--- src/rtl/mux_rr_arbiter.sv ---
// rtl/mux_rr_arbiter.sv - round-robin burst-limited arbiter driving a 4:1 single-bit mux
module mux_rr_arbiter #(
    parameter int MAX_BURST = 4
) (
    input  logic       clk,
    input  logic       rst,
    input  logic [3:0] req,
    input  logic [3:0] din,
    output logic [3:0] gnt,
    output logic [1:0] sel,
    output logic       y,
    output logic       y_valid,
    output logic       busy
);

    typedef enum logic {IDLE, GRANT} state_t;

    state_t     state, state_nxt;
    logic [3:0] gnt_nxt;
    logic [1:0] sel_nxt;
    logic [1:0] last, last_nxt;
    logic [3:0] cnt, cnt_nxt, cnt_inc;
    logic       y_nxt, yv_nxt;
    logic       rel;
    logic [2:0] pick, hand;

    // Returns {found, index}: first requester after l, wrapping modulo 4.
    function automatic logic [2:0] rr_pick(input logic [3:0] r, input logic [1:0] l);
        logic [2:0] res;
        logic [1:0] idx;
        res = 3'b000;
        for (int i = 1; i <= 4; i++) begin
            idx = l + 2'(i);
            if (r[idx] && !res[2]) res = {1'b1, idx};
        end
        return res;
    endfunction

    always_ff @(posedge clk) begin
        if (rst) begin
            state   <= IDLE;
            gnt     <= 4'b0000;
            sel     <= 2'd0;
            last    <= 2'd3;
            cnt     <= 4'd0;
            y       <= 1'b0;
            y_valid <= 1'b0;
        end else begin
            state   <= state_nxt;
            gnt     <= gnt_nxt;
            sel     <= sel_nxt;
            last    <= last_nxt;
            cnt     <= cnt_nxt;
            y       <= y_nxt;
            y_valid <= yv_nxt;
        end
    end

    always_comb begin
        state_nxt = state;
        gnt_nxt   = gnt;
        sel_nxt   = sel;
        last_nxt  = last;
        cnt_nxt   = cnt;
        y_nxt     = y;
        yv_nxt    = 1'b0;
        rel       = 1'b0;
        cnt_inc   = cnt + 4'd1;
        pick      = rr_pick(req, last);
        // Handover pick treats the outgoing owner as last and masks its own request.
        hand      = rr_pick(req & ~gnt, sel);
        case (state)
            IDLE: begin
                if (pick[2]) begin
                    state_nxt = GRANT;
                    sel_nxt   = pick[1:0];
                    gnt_nxt   = 4'b0001 << pick[1:0];
                    cnt_nxt   = 4'd0;
                end
            end
            GRANT: begin
                if (!req[sel]) begin
                    rel = 1'b1;
                end else begin
                    y_nxt  = din[sel];
                    yv_nxt = 1'b1;
                    if (cnt_inc == 4'(MAX_BURST)) begin
                        if ((req & ~gnt) != 4'b0000) rel = 1'b1;
                        else cnt_nxt = 4'd0;
                    end else begin
                        cnt_nxt = cnt_inc;
                    end
                end
                if (rel) begin
                    last_nxt = sel;
                    cnt_nxt  = 4'd0;
                    if (hand[2]) begin
                        sel_nxt = hand[1:0];
                        gnt_nxt = 4'b0001 << hand[1:0];
                    end else begin
                        gnt_nxt   = 4'b0000;
                        state_nxt = IDLE;
                    end
                end
            end
            default: state_nxt = IDLE;
        endcase
    end

    always_comb begin
        busy = (state == GRANT);
    end

endmodule

--- config.mk ---
export PLATFORM = sky130hd
export DESIGN_NAME = mux_rr_arbiter
export DESIGN_NICKNAME = d
export VERILOG_FILES = /design/src/rtl/mux_rr_arbiter.sv
export SDC_FILE = /design/constraint.sdc
export NUM_CORES = 1
export LEC_CHECK = 0
export ABC_AREA = 1
export CORE_MARGIN = 2
export CORE_UTILIZATION = 59
export CTS_CLUSTER_SIZE = 20
export DETAILED_ROUTE_END_ITERATION = 10
export HOLD_SLACK_MARGIN = 0.05
export PLACE_DENSITY = 0.85
export SETUP_SLACK_MARGIN = 0.4
export SYNTH_ARGS = -nofsm -noshare
export SYNTH_HDL_FRONTEND = slang
export SYNTH_SLANG_ARGS = --single-unit
export TNS_END_PERCENT = 100
--- constraint.sdc ---
create_clock -name clk -period 3.7 [get_ports clk]
set_input_delay 0.74 -clock clk [delete_from_list [all_inputs] [get_ports clk]]
set_output_delay 0.74 -clock clk [all_outputs]
set_load 0.05 [all_outputs]
==> flow_metrics.env, run 1 <==
export IMPL_cap_viol_max_count=0
export IMPL_finalSetupViolCount=0
export IMPL_wl_per_cell_microns=11.7
export IMPL_postSynthNetCount=244
export IMPL_drive_above_1_share=0.175
export IMPL_yosys_register_bits=15
export IMPL_worstSetupPathType="register to primary output"
export IMPL_p_leak_nw=0.851
export IMPL_max_vdd_ir_drop_uv=623
export IMPL_initial_util=0.632
export IMPL_cp_top_family="buffers and inverters"
export IMPL_die_area_sq_um=2820
export IMPL_gr_total_overflow=0
export IMPL_avgSynthCellArea_sq_um=6.14
export IMPL_detailedRoute_firstIterationViolations=78
export IMPL_rows=17
export IMPL_seqCellArea_sq_um=300
export IMPL_number_of_antenna_violations_at_the_first_check_in_global_routing=0
export IMPL_finish_utilization=0.727
export IMPL_power_frac_seq=0.206
export IMPL_tightestPinTransition_ns=0.494
export IMPL_critical_path_peak_fanout=10
export IMPL_drcViolationCount=0
export IMPL_num_io_pins=19
export IMPL_r2r_setup_slack_ns=1.66
export IMPL_cell_at_the_root_of_the_clock_tree="clkbuf_4"
export IMPL_timing_fmax_mhz=390
export IMPL_ctsHtreeMaxLevel=1
export IMPL_first_pass_iters=4
export IMPL_timing_setup_tns_ns=0
export IMPL_dpl_worst_slack_ns=1.16
export IMPL_largest_net_degree_at_the_start_of_global_routing=13
export IMPL_place_area_sq_um=1610
export IMPL_dp_hpwl_microns=2580
export IMPL_outcome="complete, no violations"
export IMPL_final_setup_worst_slack_ns=1.13
export IMPL_timing_critical_path_required_ns=2.96
export IMPL_worst_path_max_delay_cell="clkdlybuf4s50_1"
export IMPL_rsz0062_at_grt="no"
export IMPL_grt_first_pass_wirelength_microns=5600
export IMPL_postCtsHoldBufs=0
export IMPL_clkSlewWorstSetupHoldPaths_ns=0.09
export IMPL_post_synthesis_cell_count=232
export IMPL_synth_cell_type_count=27
export IMPL_path_cells="clkdlybuf4s50_1"
export IMPL_critical_path_n_buffers_inverters=1
export IMPL_cts_repair_timing_setup_buffer_count=0
export IMPL_die_height_microns=53.1
export IMPL_final_max_slew_viol_count=0
export IMPL_grt_pass1_vias=1280
export IMPL_skew_ns=0.00160
export IMPL_cellInternalPower_mw=0.574
export IMPL_endpoint_kind="primary output"
export IMPL_clock_sinks=15
export IMPL_layout_worst_path_cycle_share=0.694
export IMPL_detailed_route_wl_microns=3280
export IMPL_port_buffers=18
export IMPL_multiInputGateArea_sq_um=983
export IMPL_ctsResizeCount=0
export IMPL_antenna_cells_inserted=0
export IMPL_pwr_density_cell_nw_per_um2=828
export IMPL_startpoint_type="register"
export IMPL_p_clk_frac=0.070
export IMPL_swShare=0.577
export IMPL_hold_viol_final=0
export IMPL_ant_nets=0
export IMPL_critPathMaxStageDelay_ns=0.90
export IMPL_layout_min_cycle_time_ns=2.57
export IMPL_total_core_area_sq_um=2250
export IMPL_layout_filler_cells=198
export IMPL_routed_via_density=5.24
export IMPL_die_w_microns=53.1
export IMPL_design_final_nets=264
export IMPL_p_switching_mw=0.783
export IMPL_place_congestion=0.948
export IMPL_ys_seq_area_frac=0.211
export IMPL_area_growth_syn_to_layout_pct=15.1
export IMPL_cp_data_arrival_time_ns=1.83
export IMPL_detailroute_via_count=1461
export IMPL_post_synth_instance_area_sq_um=1420
export IMPL_cts_buffers_inserted=3
export IMPL_power_share_combinational=0.724
export IMPL_tritoncts="yes"
export IMPL_hp_class="register to register"
export IMPL_clock_insertion_delay_at_the_later_pin_of_the_skew_report_ns=0.29
export IMPL_synth_warnings=0
export IMPL_global_route_usage_total=0.264
export IMPL_final_design_area_no_fill_sq_um=1640
export IMPL_timing_max_slew_rel_slack=0.670
export IMPL_ctsLongestPathBuffers=2
## kinds of logic after synthesis
logic type      Yosys count  share of synthesized area
compound gates           26                      0.100
simple gates            155                      0.561
xor+xnor                  2                     0.0123
fa+ha+maj                 2                     0.0176
flops                    15                      0.211
buf+inv                  32                     0.0984
## metal layers
metal / GRT usage / vias up / part of all wire
li1: - / 786 / -
met1: 0.358 / 637 / 0.49
met2: 0.438 / 34 / 0.45
met3: 0.0537 / 4 / 0.054
met4: 0.0385 / 0 / 0.0049
met5: 0 / - / 0
## final cells by class
class | count | area share
flip-flops and latches | 15 | 0.183
clock buffers | 4 | 0.0160
inverters | 29 | 0.0695
well taps | 28 | 0.0214
repair buffers | 18 | 0.110
multi-input cells | 185 | 0.600
## flip-flops by register name, summed over array words and instances, names as in the netlist
register,flops
last,2
cnt,4
sel,2
y,1
busy,1
gnt,4
y_valid,1
## power by group through the flow
stage          sequential (mW)  clock (mW)  combinational, mW
2_1_floorplan            0.356           0              0.705
6_report                 0.279      0.0953              0.983
4_1_cts                  0.278      0.0958              0.979
5_1_grt                  0.286       0.103               1.09
3_5_place_dp             0.280           0              0.972
3_3_place_gp             0.282           0              0.971
## metrics by stage
step                      total power, mW  std cells  hold slack, ns
after floorplan                      1.06        232           0.449
after global placement               1.25        275           0.474
after detailed placement             1.25        275           0.477
after CTS                            1.35        279           0.491
after global routing                 1.48        279           0.513
final                                1.36        279           0.488
## final timing paths
| path | start | endpoint | cells past startpoint |
|---|---|---|---|
| max | sel[1] | sel[1] | 1 |
| max reg2reg | sel[0] | gnt[0] | 12 |
| min | cnt[3] | cnt[3] | 2 |
| min reg2reg | cnt[3] | cnt[3] | 2 |
## synthesized netlist by cell type, drive strengths merged
master	instances	area (sq um)
nand2	93	447
nand3	34	185
inv	29	114
nor2	22	106
dfxtp	15	300
a21oi	10	50.1
o21ai	10	50.0
nand4	4	46.3
buf	3	26.3
a31oi	2	12.5
ha	2	25.0
o211ai	2	15.0
o21bai	2	15.0
xor2	2	17.5
nand3b	1	7.51
or2	1	6.26
## placed cells by master (no fill, tap or decap), types with 2 or more instances in the layout
master / instances
o211ai_1: 2
nand2_4: 8
a31oi_1: 2
nand2_2: 15
inv_1: 20
a21oi_1: 10
nor2_1: 18
inv_4: 2
nor2_2: 3
clkbuf_4: 3
nand2_1: 70
nand3_1: 31
inv_2: 7
clkdlybuf4s50_1: 18
ha_1: 2
xor2_1: 2
nand3_2: 3
nand4_1: 2
o21bai_1: 2
o21ai_1: 7
dfxtp_1: 15
o21ai_0: 3
No activity file was read; power rests on OpenSTA's default activity.
==> run 2: changes to the inputs <==
--- a/config.mk
+++ b/config.mk
@@ -7,11 +7,11 @@
 export LEC_CHECK = 0
 export ABC_AREA = 1
 export CORE_MARGIN = 2
-export CORE_UTILIZATION = 59
+export CORE_UTILIZATION = 55
 export CTS_CLUSTER_SIZE = 20
 export DETAILED_ROUTE_END_ITERATION = 10
 export HOLD_SLACK_MARGIN = 0.05
-export PLACE_DENSITY = 0.85
+export PLACE_DENSITY = 0.8
 export SETUP_SLACK_MARGIN = 0.4
 export SYNTH_ARGS = -nofsm -noshare
 export SYNTH_HDL_FRONTEND = slang
==> constraint.sdc (replaced) <==
create_clock -name clk -period 2.6 [get_ports clk]
set_input_delay 0.52 -clock clk [delete_from_list [all_inputs] [get_ports clk]]
set_output_delay 0.52 -clock clk [all_outputs]
set_load 0.05 [all_outputs]
==> flow_metrics.env, run 2 (synthesized netlist as in run 1, its figures left out) <==
export IMPL_outcome="complete, no violations"
export IMPL_final_setup_worst_slack_ns=0.507
export IMPL_startpoint_type="register"
export IMPL_final_cell_count_without_fillers=283
export IMPL_path_cells="clkdlybuf4s50_1"
export IMPL_hold_viol_final=0
export IMPL_total_power_mw=1.94
export IMPL_dpl_worst_slack_ns=0.317
export IMPL_clock_insertion_delay_at_the_later_pin_of_the_skew_report_ns=0.29
export IMPL_gr_total_overflow=0
export IMPL_drive_above_1_share=0.186
export IMPL_layout_cells_most_common="nand2_1"
export IMPL_postCtsHoldBufs=0
export IMPL_die_height_microns=54.9
export IMPL_critical_path_n_buffers_inverters=1
export IMPL_ctsLongestPathBuffers=2
export IMPL_cts_buffers_inserted=3
export IMPL_worst_path_max_delay_cell="clkdlybuf4s50_1"
export IMPL_die_area_sq_um=3010
export IMPL_reg_top3="cnt x4, gnt x4"
export IMPL_critical_path_peak_fanout=5
export IMPL_final_cell_mix="70 x nand2_1, 31 x nand3_1, 20 x inv_1, 18 x nor2_1, 17 x clkdlybuf4s50_1"
export IMPL_tightestPinTransition_ns=0.508
export IMPL_cp_top_family="buffers and inverters"
export IMPL_area_growth_syn_to_layout_pct=16.3
export IMPL_tritoncts="yes"
export IMPL_rows=18
export IMPL_cell_at_the_root_of_the_clock_tree="clkbuf_4"
export IMPL_power_share_combinational=0.737
export IMPL_wl_per_cell_microns=11.3
export IMPL_detailroute_via_count=1476
export IMPL_ant_nets=0
export IMPL_grt_pass1_vias=1290
export IMPL_number_of_antenna_violations_at_the_first_check_in_global_routing=0
export IMPL_endpoint_kind="primary output"
export IMPL_place_congestion=0.868
export IMPL_num_io_pins=19
export IMPL_hp_class="register to register"
export IMPL_initial_util=0.580
export IMPL_cts_repair_timing_setup_buffer_count=0
export IMPL_timing_fmax_mhz=478
export IMPL_total_core_area_sq_um=2450
export IMPL_timing_setup_tns_ns=0
export IMPL_timing_critical_path_required_ns=2.08
export IMPL_p_switching_mw=1.11
export IMPL_clock_sinks=15
export IMPL_pwr_density_cell_nw_per_um2=1170
export IMPL_ctsHtreeMaxLevel=1
export IMPL_post_place_cells=279
export IMPL_clkSlewWorstSetupHoldPaths_ns=0.09
export IMPL_layout_worst_path_cycle_share=0.805
export IMPL_layout_min_cycle_time_ns=2.09
export IMPL_grt_first_pass_wirelength_microns=5420
export IMPL_p_leak_nw=0.864
export IMPL_detailed_route_wl_microns=3180
export IMPL_design_final_nets=266
export IMPL_max_vdd_ir_drop_uv=809
export IMPL_cap_viol_max_count=0
export IMPL_p_clk_frac=0.070
export IMPL_dp_hpwl_microns=2570
export IMPL_first_pass_iters=4
export IMPL_cellInternalPower_mw=0.827
export IMPL_final_max_slew_viol_count=0
export IMPL_worstSetupPathType="register to primary output"
export IMPL_largest_net_degree_at_the_start_of_global_routing=13
export IMPL_critPathMaxStageDelay_ns=0.85
export IMPL_power_frac_seq=0.193
export IMPL_swShare=0.573
export IMPL_finalSetupViolCount=0
export IMPL_global_route_usage_total=0.245
export IMPL_rsz0062_at_grt="no"
export IMPL_antenna_cells_inserted=0
export IMPL_skew_ns=0.00732
export IMPL_cp_data_arrival_time_ns=1.57
export IMPL_drcViolationCount=0
export IMPL_detailedRoute_firstIterationViolations=44
export IMPL_routed_via_density=5.22
export IMPL_timing_max_slew_rel_slack=0.660
export IMPL_port_buffers=18
export IMPL_die_w_microns=54.9
[run 2: changes by cell type in the layout (fill, tap and decap cells not counted)]
cell | before | now
dlygate4sd2_1 | 0 | 1
dfxtp_1 | 15 | 14
dfxtp_2 | 0 | 1
clkdlybuf4s50_1 | 18 | 17
buf_4 | 0 | 2
[run 2: worst paths after layout]
kind              endpoint    from  slack (ns)  cells after the start
setup / recovery      busy    busy        0.51                      1
hold / removal      cnt[3]  cnt[3]        0.49                      2
setup reg to reg    sel[1]  sel[0]        0.81                     11
hold reg to reg     cnt[3]  cnt[3]        0.49                      2
[run 2: timing repair]
action	4_1_cts	5_1_grt
setup endpoints to repair	1	3
pin swaps	0	0
gates resized for setup	1	1
[run 2: power groups by stage]
stage                     clock network (mW)  registers (mW)  logic (mW)
after floorplan                            0           0.507        1.00
after global placement                     0           0.381        1.42
after detailed placement                   0           0.378        1.43
after CTS                              0.136           0.372        1.43
after global routing                   0.147           0.384        1.60
final                                  0.135           0.374        1.43
[run 2: metrics by stage]
step | cell area [sq um] | util | hold WS (ns)
after CTS | 1660 | 0.674 | 0.490
after global routing | 1660 | 0.675 | 0.520
after detailed placement | 1630 | 0.664 | 0.477
final | 1660 | 0.675 | 0.489
after floorplan | 1420 | - | 0.449
after global placement | 1630 | 0.664 | 0.467
[run 2: final cells by class]
| type | instances | area [sq um] |
|---|---|---|
| inverters | 29 | 114 |
| flip-flops and latches | 15 | 302 |
| repair buffers | 20 | 194 |
| clock buffers | 4 | 26.3 |
| multi-input cells | 185 | 983 |
| fillers | 253 | 798 |
| well taps | 30 | 37.5 |
[run 2: routing by layer]
layer / global-route usage / routed length (microns) / vias up
met5: 0 / 0 / -
met4: 0.0458 / 36 / 0
met3: 0.0601 / 172 / 6
met2: 0.405 / 1410 / 42
met1: 0.323 / 1560 / 636
li1: - / - / 792
==> run 3: changes to the inputs <==
--- a/config.mk
+++ b/config.mk
@@ -7,11 +7,11 @@
 export LEC_CHECK = 0
 export ABC_AREA = 1
 export CORE_MARGIN = 2
-export CORE_UTILIZATION = 55
+export CORE_UTILIZATION = 50
 export CTS_CLUSTER_SIZE = 20
 export DETAILED_ROUTE_END_ITERATION = 10
 export HOLD_SLACK_MARGIN = 0.05
-export PLACE_DENSITY = 0.8
+export PLACE_DENSITY = 0.76
 export SETUP_SLACK_MARGIN = 0.4
 export SYNTH_ARGS = -nofsm -noshare
 export SYNTH_HDL_FRONTEND = slang
==> constraint.sdc (replaced) <==
create_clock -name clk -period 1.7 [get_ports clk]
set_input_delay 0.34 -clock clk [delete_from_list [all_inputs] [get_ports clk]]
set_output_delay 0.34 -clock clk [all_outputs]
set_load 0.05 [all_outputs]
==> flow_metrics.env, run 3 (synthesized netlist as in run 1, its figures left out) <==
export IMPL_ant_nets=0
export IMPL_tritoncts="yes"
export IMPL_layout_cells_most_common="nand2_1"
export IMPL_timing_fmax_mhz=544
export IMPL_clock_insertion_delay_at_the_later_pin_of_the_skew_report_ns=0.32
export IMPL_finalSetupViolCount=6
export IMPL_die_w_microns=57.4
export IMPL_layout_filler_cells=107
export IMPL_cell_at_the_root_of_the_clock_tree="clkbuf_4"
export IMPL_hold_viol_final=0
export IMPL_place_congestion=0.908
export IMPL_cap_viol_max_count=0
export IMPL_drive_above_1_share=0.624
export IMPL_timing_critical_path_required_ns=1.95
export IMPL_detailedRoute_firstIterationViolations=205
export IMPL_p_leak_nw=1.20
export IMPL_timing_max_slew_rel_slack=0.704
export IMPL_cp_data_arrival_time_ns=2.09
export IMPL_wl_per_cell_microns=21.9
export IMPL_rows=19
export IMPL_area_growth_syn_to_layout_pct=74.9
export IMPL_ctsLongestPathBuffers=2
export IMPL_number_of_antenna_violations_at_the_first_check_in_global_routing=0
export IMPL_final_design_area_no_fill_sq_um=2490
export IMPL_tightestPinTransition_ns=0.443
export IMPL_outcome="finished with violations"
export IMPL_routed_via_density=6.48
export IMPL_hp_class="register to register"
export IMPL_r2r_worst_path_cells=12
export IMPL_max_vdd_ir_drop_uv=1810
export IMPL_cts_buffers_inserted=3
export IMPL_detailroute_via_count=2113
export IMPL_gr_total_overflow=0
export IMPL_clkSlewWorstSetupHoldPaths_ns=0.12
export IMPL_worstSetupPathType="register to register"
export IMPL_timing_setup_tns_ns=-0.358
export IMPL_antenna_cells_inserted=0
export IMPL_dp_hpwl_microns=2850
export IMPL_die_area_sq_um=3290
export IMPL_drcViolationCount=0
export IMPL_final_cell_mix="44 x nand2_1, 38 x buf_4, 28 x nand2_2, 19 x nand2_4, 17 x nand3_2"
export IMPL_place_area_sq_um=1740
export IMPL_reg_top3="cnt x4, gnt x4"
export IMPL_die_height_microns=57.4
export IMPL_grt_pass1_vias=1645
export IMPL_largest_net_degree_at_the_start_of_global_routing=10
export IMPL_min_delay_path_depth=2
export IMPL_startpoint_type="register"
export IMPL_endpoint_kind="register"
export IMPL_finish_utilization=0.911
export IMPL_rsz0062_at_grt="yes"
export IMPL_design_final_nets=308
export IMPL_critical_path_peak_fanout=7
export IMPL_dpl_worst_slack_ns=-0.415
export IMPL_pwr_density_cell_nw_per_um2=1940
export IMPL_skew_ns=0.0142
export IMPL_first_pass_iters=5
export IMPL_clock_sinks=15
export IMPL_port_buffers=18
export IMPL_layout_min_cycle_time_ns=1.84
export IMPL_total_core_area_sq_um=2730
export IMPL_total_power_mw=4.82
export IMPL_violated_checks="negative setup slack"
export IMPL_detailed_route_wl_microns=7150
export IMPL_ctsHtreeMaxLevel=1
export IMPL_initial_util=0.521
export IMPL_final_setup_worst_slack_ns=-0.139
export IMPL_global_route_usage_total=0.279
export IMPL_layout_worst_path_cycle_share=1.08
export IMPL_grt_first_pass_wirelength_microns=7310
export IMPL_final_max_slew_viol_count=0
export IMPL_num_io_pins=19
[run 3: changes by cell type in the layout (fill, tap and decap cells not counted), sizes merged]
cell and change:
clkdlybuf4s15 +2, clkdlybuf4s50 -12, dlygate4sd2 -1, buf +51
clkbuf +2
[run 3: area by class of cell]
class / count / area [sq um] / area share
Inverter: 29 / 139 / 0.0558
Tap cell: 31 / 38.8 / 0.0156
Clock buffer: 4 / 26.3 / 0.0106
Timing Repair Buffer: 62 / 569 / 0.229
Sequential cell: 15 / 330 / 0.133
Multi-Input combinational cell: 185 / 1390 / 0.557
[run 3: critical path, cell delays in order, from the launching register on]
cell and delay, ns:
dfxtp_4 0.46, inv_8 0.07, nand3_1 0.17, nand3_2 0.12, nand2_1 0.15, nand3_2 0.11
nand2_1 0.08, nand2_1 0.09, nand2_1 0.09, nand2_2 0.07, nor2_1 0.11, nor2_1 0.08
nor2_1 0.15
[run 3: worst paths after layout]
path         endpoint    from  slack (ns)
max            gnt[2]  sel[0]       -0.14
min            cnt[3]  cnt[3]        0.55
max reg2reg    gnt[2]  sel[0]       -0.14
min reg2reg    cnt[3]  cnt[3]        0.55
[run 3: repair_timing]
action | 4_1_cts | 5_1_grt
endpoints found under the setup margin | 15 | 21
pin swaps | 16 | 48
resized for setup | 52 | 92
buffers inserted | 17 | 13
hold buffers | 0 | 0
[run 3: stage by stage]
step	hold slack, ns	std cells
floorplan	0.402	232
global placement	0.472	292
detailed placement	0.475	292
CTS	0.488	313
global route	0.559	326
finish	0.550	326
[run 3: per-layer routing]
metal / vias up / track usage / share of wire
met3: 78 / 0.0590 / 0.10
met4: 0 / 0.0831 / 0.086
met5: - / 0 / 0
li1: 872 / - / -
met2: 199 / 0.468 / 0.46
met1: 964 / 0.358 / 0.35
[run 3: where the power goes]
part           internal (mW)  switching [mW]
combinational           1.47            2.46
sequential             0.478           0.173
clock                 0.0920           0.155
